## config.mk

```make
export PLATFORM = sky130hd
export DESIGN_NAME = scan_pattern_unloader_flat
export DESIGN_NICKNAME = d
export VERILOG_FILES = /design/src/rtl/scan_pattern_unloader_if.sv /design/src/rtl/scan_pattern_unloader.sv /design/src/flat_wrapper.sv
export SDC_FILE = /design/constraint.sdc
export NUM_CORES = 1
export LEC_CHECK = 0
export CAP_MARGIN = 30
export CORE_MARGIN = 2
export CORE_UTILIZATION = 47
export DETAILED_ROUTE_END_ITERATION = 8
export PLACE_DENSITY = 0.77
export SYNTH_ARGS = -nofsm -noshare
export SYNTH_HDL_FRONTEND = slang
export SYNTH_SLANG_ARGS = --single-unit
```

## constraint.sdc

```tcl
create_clock -name CK -period 1.7 [get_ports CK]
set_input_delay 0.255 -clock CK [delete_from_list [all_inputs] [get_ports CK]]
set_output_delay 0.255 -clock CK [all_outputs]
set_load 0.03 [all_outputs]
```

## src/rtl/scan_pattern_unloader_if.sv

```systemverilog
// scan_pattern_unloader_if: sequencer-side and DUT-scan-side signals of the s27 pattern unloader.
interface scan_pattern_unloader_if #(
    parameter int CHAIN_LEN = 3,
    parameter int SIG_W     = 16
);
    logic                 start;
    logic [CHAIN_LEN-1:0] pattern;
    logic                 sig_clr;
    logic                 SO;
    logic                 PO;
    logic                 SE;
    logic                 SI;
    logic                 busy;
    logic                 done;
    logic [CHAIN_LEN-1:0] response;
    logic                 po_cap;
    logic [SIG_W-1:0]     signature;
    modport slave (
        input  start, pattern, sig_clr, SO, PO,
        output SE, SI, busy, done, response, po_cap, signature
    );
    modport master (
        output start, pattern, sig_clr, SO, PO,
        input  SE, SI, busy, done, response, po_cap, signature
    );
endinterface

```

## src/rtl/scan_pattern_unloader.sv

```systemverilog
// scan_pattern_unloader: shifts a pattern into the s27 chain, captures once, unloads and compacts into a MISR.
module scan_pattern_unloader #(
    parameter int                 CHAIN_LEN = 3,
    parameter int                 SIG_W     = 16,
    parameter logic [SIG_W-1:0]   POLY      = 16'h1021
) (
    input  logic                  CK,
    input  logic                  RST,
    scan_pattern_unloader_if.slave bus
);
    localparam logic [2:0] S_IDLE      = 3'd0;
    localparam logic [2:0] S_SHIFT_IN  = 3'd1;
    localparam logic [2:0] S_CAPTURE   = 3'd2;
    localparam logic [2:0] S_SHIFT_OUT = 3'd3;
    localparam logic [2:0] S_DONE      = 3'd4;
    localparam int CW = $clog2(CHAIN_LEN);
    logic [2:0]           r_state;
    logic [CW-1:0]        r_cnt;
    logic [CHAIN_LEN-1:0] r_pat;
    logic [CHAIN_LEN-1:0] r_resp;
    logic [CHAIN_LEN-1:0] r_response;
    logic                 r_po_cap;
    logic [SIG_W-1:0]     r_sig;
    logic                 w_last;
    logic [SIG_W-1:0]     w_d;
    logic [SIG_W-1:0]     w_next_sig;
    assign w_last     = r_cnt == CW'(CHAIN_LEN - 1);
    assign w_d        = SIG_W'({r_resp, r_po_cap});
    assign w_next_sig = {r_sig[SIG_W-2:0], 1'b0} ^ (r_sig[SIG_W-1] ? POLY : '0) ^ w_d;
    // Outputs decode the registered state only, so SE cannot glitch.
    assign bus.SE        = r_state != S_CAPTURE;
    assign bus.SI        = r_state == S_SHIFT_IN ? r_pat[CHAIN_LEN-1] : 1'b0;
    assign bus.busy      = r_state != S_IDLE;
    assign bus.done      = r_state == S_DONE;
    assign bus.response  = r_response;
    assign bus.po_cap    = r_po_cap;
    assign bus.signature = r_sig;
    always_ff @(posedge CK or posedge RST) begin
        if (RST) begin
            r_state    <= S_IDLE;
            r_cnt      <= '0;
            r_pat      <= '0;
            r_resp     <= '0;
            r_response <= '0;
            r_po_cap   <= 1'b0;
            r_sig      <= '0;
        end else begin
            case (r_state)
                S_IDLE: begin
                    if (bus.start) begin
                        r_pat   <= bus.pattern;
                        r_cnt   <= '0;
                        r_state <= S_SHIFT_IN;
                    end else if (bus.sig_clr) begin
                        r_sig <= '0;
                    end
                end
                S_SHIFT_IN: begin
                    r_pat   <= r_pat << 1;
                    r_cnt   <= w_last ? '0 : r_cnt + 1'b1;
                    r_state <= w_last ? S_CAPTURE : S_SHIFT_IN;
                end
                S_CAPTURE: begin
                    r_po_cap <= bus.PO;
                    r_cnt    <= '0;
                    r_state  <= S_SHIFT_OUT;
                end
                S_SHIFT_OUT: begin
                    r_resp  <= {r_resp[CHAIN_LEN-2:0], bus.SO};
                    r_cnt   <= w_last ? '0 : r_cnt + 1'b1;
                    r_state <= w_last ? S_DONE : S_SHIFT_OUT;
                end
                S_DONE: begin
                    r_response <= r_resp;
                    r_sig      <= w_next_sig;
                    r_state    <= S_IDLE;
                end
                default: r_state <= S_IDLE;
            endcase
        end
    end
endmodule

```

## src/flat_wrapper.sv

```systemverilog
// flat-port wrapper written by rule: the top's interface ports become plain ports
module scan_pattern_unloader_flat 
#(
    parameter int                 CHAIN_LEN = 3,
    parameter int                 SIG_W     = 16,
    parameter logic [SIG_W-1:0]   POLY      = 16'h1021
)
  (CK, RST, bus_start, bus_pattern, bus_sig_clr, bus_SO, bus_PO, bus_SE, bus_SI, bus_busy, bus_done, bus_response, bus_po_cap, bus_signature);
  scan_pattern_unloader_if #(.CHAIN_LEN(CHAIN_LEN), .SIG_W(SIG_W)) bus_i ();
  input  logic CK;
  input  logic RST;
  input wire logic [$bits(bus_i.start)-1:0] bus_start;
  input wire logic [$bits(bus_i.pattern)-1:0] bus_pattern;
  input wire logic [$bits(bus_i.sig_clr)-1:0] bus_sig_clr;
  input wire logic [$bits(bus_i.SO)-1:0] bus_SO;
  input wire logic [$bits(bus_i.PO)-1:0] bus_PO;
  output wire logic [$bits(bus_i.SE)-1:0] bus_SE;
  output wire logic [$bits(bus_i.SI)-1:0] bus_SI;
  output wire logic [$bits(bus_i.busy)-1:0] bus_busy;
  output wire logic [$bits(bus_i.done)-1:0] bus_done;
  output wire logic [$bits(bus_i.response)-1:0] bus_response;
  output wire logic [$bits(bus_i.po_cap)-1:0] bus_po_cap;
  output wire logic [$bits(bus_i.signature)-1:0] bus_signature;
  assign bus_i.start = bus_start;
  assign bus_i.pattern = bus_pattern;
  assign bus_i.sig_clr = bus_sig_clr;
  assign bus_i.SO = bus_SO;
  assign bus_i.PO = bus_PO;
  assign bus_SE = bus_i.SE;
  assign bus_SI = bus_i.SI;
  assign bus_busy = bus_i.busy;
  assign bus_done = bus_i.done;
  assign bus_response = bus_i.response;
  assign bus_po_cap = bus_i.po_cap;
  assign bus_signature = bus_i.signature;
  scan_pattern_unloader #(.CHAIN_LEN(CHAIN_LEN), .SIG_W(SIG_W), .POLY(POLY)) u_core (.CK(CK), .RST(RST), .bus(bus_i));
endmodule
```

==> key figures, run 1 <==
Route
  – Drt first pass iters: 4
  – DR WL/cell: between 15 and 20 um
  – Post-DR vias/cell: about 5.5
  – Final wirelength: roughly 2.6 mm
  – Via count: 932
  – DRT iter0 DRCs: 16
  – DRT antenna net count: 0
  – # DRC: 0

Synthesis
  – Mapped Cells: 99
  – Post-synthesis sequential area ratio: between 50% and 60%
  – FF+latch count, synth: 31
  – Synth area leaders: dfrtp_1, a22o_1, xor2_1, mux2_2, mux2_4
  – Yosys cell types: 27
  – Ys async rst share: 100%
  – Most numerous cell in the Yosys netlist: dfrtp_1
  – Synth cell count leaders: dfrtp_1, a22o_1, xor2_1, mux2_2, nor2_1
  – Post-synth top area share: about 59%
  – Post-synthesis area per instance: 13.2 sq um
  – Mapped cell area: ~0.0013 sq mm
  – Yosys Warn Count: 0
  – Post-synth top flop: dfrtp_1
  – EDFF count, synth: 0
  – Syn_nets: approximately 110
  – Area leader, netlist: dfrtp_1

Power
  – PD cells: 1410 mW/mm^2
  – P_leak: 0.00101 uW
  – Comb power frac: roughly two fifths
  – Power Internal: between 1500 and 2000 uW
  – Worst ir drop on vdd: between 1 and 1.5 mV
  – Sw frac: between 30% and 40%
  – Clock power share: 17.0%
  – Overall power: 2500 uW
  – Reg power frac: roughly 43%
  – P_sw: 884 uW

Cells and area
  – Nets@finish: approximately 150
  – Area grow syn2layout: 35.7%
  – Share of cells above drive strength 1: between 20% and 30%
  – Diode count: 0

Critical path
  – WP depth: 1
  – CP endpoint kind: output pin
  – Reg2Reg Depth: 6
  – Reg-to-Reg Start: u_core.r_state[1]
  – Crit path from: u_core.bus.po_cap
  – Max FO, Critical Path: 3
  – Slowest CP cell: clkdlybuf4s50_1
  – R2r setup slk: 0.22 ns
  – CP Launch Type: register
  – Cell breakdown of the critical path: clkdlybuf4s50_1
  – Largest stage delay, worst path: around 0.7 ns
  – WS Path Type: register to output pin
  – R2R Path End: u_core.bus.signature[4]
  – CP bufs+invs: 1
  – Arrival time at the worst endpoint: 1.41 ns
  – Top delay family on crit path: buffers and inverters
  – Required time of the critical path: about 1.4 ns

Status
  – Run status: finished, final reports clean

Floorplanning
  – # rows: 19
  – Die Wd: around 57 um
  – Io pins: 33
  – Die Footprint: about 0.0032 sq mm
  – Die Y: between 50 and 60 um
  – Initial Util: 48.2%
  – Core area: 0.00271 sq mm

STA
  – Relative slew slack: 56.2%
  – Tmin final: between 1.5 and 2 ns
  – Final number of max-transition violations: 0
  – Setup Skew: between 0.005 and 0.006 ns
  – Slew @ Worst Pin: 0.658 ns
  – Final period utilization: a little over nine tenths
  – Final worst slack: 0.0375 ns
  – Final Hold Viols: 0
  – Sum Neg Setup Slack: 0 ns
  – Max Clk Rate: 0.602 GHz
  – Endpoints failing setup: 0

Job
  – Number of max-cap violations: 0

Placement
  – GPL Wtd Cong: roughly 0.7
  – Final HPWL DP: ~1.8 mm
  – Dpl ws: -0.0128 ns
  – I/O Buffers: 32

Global route
  – First-pass GRT wire length: approximately 4.4 mm
  – Antenna violations before repair: 0
  – GR Util All Layers: between 10% and 20%
  – Vias in the first global route: ~930
  – Grt ovf: 0
  – Largest net degree at the start of global routing: 32

CTS
  – Num CTS Buffers: 5
  – Worst-path clk slew: approximately 0.090 ns
  – H-tree levels: 2
  – CTS root buffer: clkbuf_4
  – Post-CTS Hold Buffers: 0
  – Skew-Pair Late Insertion Delay: between 0.3 and 0.4 ns
  – Clock buffer depth: 2
  – CTS Sinks: 31
  – CTS tree: yes

Worst hold path
  – Worst Hold Class: input pin to async pin
## area by class of cell
cell class                      instances  area (sq um)
Fill cell                             230           936
Sequential cell                        31           776
Multi-Input combinational cell         61           508
Timing Repair Buffer                   40           392
Clock buffer                            6          51.3
Tap cell                               31          38.8
Clock inverter                          1          5.00
Inverter                                1          3.75
## worst max-delay path by stage
stage	endpoint	slack, ns
after global placement	u_core.bus.signature[2]	0.06
final	bus_po_cap	0.04
after floorplan	bus_SI	0.21
after CTS	bus_SE	0.005
after global routing	bus_po_cap	-0.003
after detailed placement	u_core.bus.signature[0]	-0.01
## cells by family (layout without fill, tap and decap cells)
| family | count (synthesis) | count (layout) | synth area share (%) |
|---|---|---|---|
| muxes | 8 | 8 | 7.75 |
| and+or+nand+nor | 23 | 23 | 10.6 |
| DFF | 31 | 31 | 59.3 |
| buffers and inverters | 7 | 48 | 3.16 |
| xor gates and xnor gates | 7 | 7 | 4.69 |
| AOI/OAI and AO/OA | 23 | 23 | 14.4 |
## layer usage
metal | vias up | track usage (%) | part of all wire [%]
li1 | 441 | - | -
met1 | 461 | 22.8 | 41
met2 | 24 | 28.1 | 50
met3 | 6 | 6.68 | 6.6
met4 | 0 | 6.98 | 1.8
met5 | - | 0 | 0
## power groups by stage
stage	registers, uW	clock network, uW	logic [uW]
finish	1070	425	1010
global route	1090	468	1110
CTS	1070	444	1010
detailed placement	1080	0	1010
global placement	1070	0	985
floorplan	1160	0	586
## worst reg2reg max path, cell delays in order, from the launching register on
cell,delay [ns]
dfrtp_1,0.43
buf_4,0.16
nor2_2,0.04
and2_4,0.15
buf_4,0.16
buf_4,0.18
a22o_1,0.24
## repair_timing
action / CTS / global route
setup endpoints to repair: 4 / 13
endpoints found under the hold margin: 0 / 0
setup buffers: 0 / 0
pin swaps: 0 / 0
cloned: 0 / 0
gates resized for setup: 6 / 17
## cell usage in the layout, fill, tap and decap left out, types with 2 or more instances in the layout
master	Yosys	layout
dfrtp_1	31	31
buf_4	3	9
mux2_2	5	5
clkdlybuf4s50_1	0	16
nor3b_1	2	2
a21oi_1	2	2
nor2b_1	2	2
dlygate4sd2_1	0	2
nor2_1	5	5
nand2_1	2	2
xor2_1	7	7
mux2_4	3	3
clkbuf_4	0	5
dlymetal6s2s_1	0	10
a22o_1	17	17
nand3b_1	2	2
o22ai_1	2	2
## flip-flops by register name (all words and copies together), names as in the netlist
register              cells
u_core.r_state            3
u_core.r_resp             3
u_core.bus.response       3
u_core.bus.signature     16
u_core.bus.po_cap         1
u_core.r_cnt              2
u_core.r_pat              3
## per-stage QoR
stage | hold slack [ns] | utilization [%] | cell area (sq um) | std cells
final | 0.305 | 65.5 | 1770 | 171
after global routing | 0.353 | 65.5 | 1770 | 171
after CTS | 0.313 | 64.4 | 1740 | 171
after detailed placement | 0.484 | 62.4 | 1690 | 164
after global placement | 0.467 | 62.4 | 1690 | 164
after floorplan | 0.359 | - | 1310 | 99
Power figures use the tool's default switching activity.
==> run 2: changes to the inputs <==
- ABC_CLOCK_PERIOD_IN_PS: not set -> 1700
- CORE_MARGIN: 2 -> not set
- PLACE_DENSITY: 0.77 -> 0.78
==> key figures, run 2 (synthesized netlist as in run 1, its figures left out) <==
STA
  – Slew @ Worst Pin: 0.640 ns (was 0.658 ns)
  – Tmin final: 1.65 ns (was 1.66 ns)
  – Final number of max-transition violations: 0 (unchanged)
  – Final period utilization: 97.3% (was 97.8%)
  – Final Hold Viols: 0 (unchanged)
  – Endpoints failing setup: 0 (unchanged)
  – Unrepaired setup endpoints after global routing: true
  – Relative slew slack: 57.3% (was 56.2%)
  – Max Clk Rate: 0.604 GHz (was 0.602 GHz)
  – Setup Skew: 0.00781 ns (was 0.00537 ns)

Critical path
  – Max FO, Critical Path: 5 (was 3)
  – Top delay family on crit path: flip-flops (was buffers and inverters)
  – Required time of the critical path: 1.44 ns (about the same)
  – Largest stage delay, worst path: 0.42 ns (was 0.69 ns)
  – WP depth: 2 (was 1)
  – Arrival time at the worst endpoint: 1.40 ns (was 1.41 ns)
  – WS Path Type: register to output pin (unchanged)
  – Reg2Reg Depth: 4 (was 6)
  – Slowest CP cell: dfrtp_1 (was clkdlybuf4s50_1)
  – CP Launch Type: register (unchanged)
  – CP endpoint kind: output pin (unchanged)
  – CP bufs+invs: 1 (unchanged)
  – Cell breakdown of the critical path: or3_1 -> clkdlybuf4s15_2 (was clkdlybuf4s50_1)

Route
  – DRT iter0 DRCs: 8 (was 16)
  – Met2 wire len: 1.27 mm (was 1.29 mm)
  – Via count: 942 (was 932)
  – DR WL/cell: 15.2 um (was 15.0 um)
  – Final wirelength: 2.59 mm (was 2.57 mm)
  – Post-DR vias/cell: 5.54 (was 5.45)
  – Top sig layer: met4 (unchanged)
  – M1 wire length: 1.15 mm (was 1.07 mm)
  – Met3 WL post-DR: 143 um (was 169 um)
  – # DRC: 0 (unchanged)
  – DRT antenna net count: 0 (unchanged)
  – Drt first pass iters: 4 (unchanged)

Placement
  – GPL Wtd Cong: 0.735 (was 0.706)
  – I/O Buffers: 32 (unchanged)
  – DP Area: 0.00168 sq mm (was 0.00169 sq mm)
  – Final HPWL DP: 1.85 mm (was 1.80 mm)

Worst hold path
  – Worst Hold Class: input pin to async pin (unchanged)

CTS
  – Num CTS Buffers: 5 (unchanged)
  – CTS tree: yes (unchanged)
  – Skew-Pair Late Insertion Delay: 0.32 ns (was 0.33 ns)
  – CTS root buffer: clkbuf_4 (unchanged)
  – H-tree levels: 2 (unchanged)
  – Post-CTS Hold Buffers: 0 (unchanged)
  – CTS Sinks: 31 (unchanged)
  – Clock buffer depth: 2 (unchanged)
  – Worst-path clk slew: 0.09 ns (about the same)
  – Post-CTS setup buffers: 0 (unchanged)

Power
  – P_leak: 0.00104 uW (was 0.00101 uW)
  – PD cells: 1390 mW/mm^2 (was 1410 mW/mm^2)
  – Worst ir drop on vdd: 1.11 mV (was 1.31 mV)

Global route
  – Vias in the first global route: 914 (was 931)
  – GR Util All Layers: 21.3% (was 18.0%)
  – First-pass GRT wire length: 4.26 mm (was 4.36 mm)
  – Antenna violations before repair: 0 (unchanged)
  – Grt ovf: 0 (unchanged)
  – Largest net degree at the start of global routing: 32 (unchanged)

Floorplanning
  – # rows: 18 (was 19)
  – Die Wd: 54.7 um (was 56.7 um)
  – Io pins: 33 (unchanged)
  – Die Y: 54.7 um (was 56.7 um)
  – Core area: 0.00254 sq mm (was 0.00271 sq mm)
  – Die Footprint: 0.00300 sq mm (was 0.00322 sq mm)
  – Initial Util: 51.4% (was 48.2%)

Cells and area
  – Design area: 0.00178 sq mm (was 0.00177 sq mm)
  – Commonest non-fill, non-tap cell in the layout: dfrtp_1 (unchanged)
  – Max FFs per register: 16 (unchanged)
  – Diode count: 0 (unchanged)
  – Final Core Density: 69.9% (was 65.5%)
  – Nets@finish: 148 (was 149)
  – Area grow syn2layout: 36.0% (was 35.7%)
  – Most frequent cells in the layout: dfrtp_1, a22o_1, clkdlybuf4s50_1 (unchanged)
  – Share of cells above drive strength 1: 20.7% (was 22.9%)

Status
  – Run status: finished, final reports clean (unchanged)

Job
  – Number of max-cap violations: 0 (unchanged)
## run 2: cell types whose count changed in the layout (fill, tap and decap cells not counted), sizes merged
cell / change
buf: -2
clkdlybuf4s15: +1
clkdlybuf4s50: -2
dlymetal6s2s: +3
## run 2: per-layer routing
layer	vias to the layer above	global-route usage, %
met5	-	0
met4	0	11.5
met3	4	5.83
met2	24	33.7
met1	473	26.0
li1	441	-
## run 2: what timing repair did
action / CTS / global route
setup endpoints to repair: 4 / 15
gates resized for setup: 6 / 16
pin swaps: 0 / 0
## run 2: worst paths after layout
| kind | slack (ns) | to | from |
|---|---|---|---|
| setup / recovery | 0.05 | bus_busy | u_core.r_state[2] |
| hold / removal | 0.30 | u_core.r_pat[1] | RST |
| setup reg to reg | 0.26 | u_core.r_pat[1] | u_core.r_state[2] |
| hold reg to reg | 0.50 | u_core.r_state[2] | u_core.r_cnt[0] |
| max in group asynchronous | 1.10 | u_core.bus.signature[0] | RST |
| min in group CK | 0.50 | u_core.r_state[2] | u_core.r_cnt[0] |
## run 2: report_power, final
part	switching (uW)	internal (uW)
clock	236	161
combinational	494	499
sequential	161	916
total	890	1580
## run 2: tightest hold or removal path, delay by kind of cell
kind / cells / cell delay, ns
buffers and inverters: 3 / 0.79
## run 2: final cells by class
type,instances,area [sq um]
Sequential cell,31,776
Fill cell,179,767
Multi-Input combinational cell,61,508
Timing Repair Buffer,39,403
Clock buffer,7,45.0
Tap cell,30,37.5
Clock inverter,1,5.00
Inverter,1,3.75
## run 2: stage by stage
step	hold WS, ns	worst slack, ns	TNS (ns)	cells	total power (uW)
final	0.305	0.0455	0	170	2470
after global routing	0.335	-0.0157	-0.0157	170	2620
after CTS	0.325	0.00882	0	170	2460
after detailed placement	0.484	0.00179	0	162	2070
after global placement	0.463	0.0771	0	162	2030
after floorplan	0.359	0.215	0	99	1740
==> run 3: changes to the inputs <==
- CTS_CLUSTER_SIZE: not set -> 20
==> results of run 3 <==
No change in the layout: final DEF, timing and power equal those of run 2.
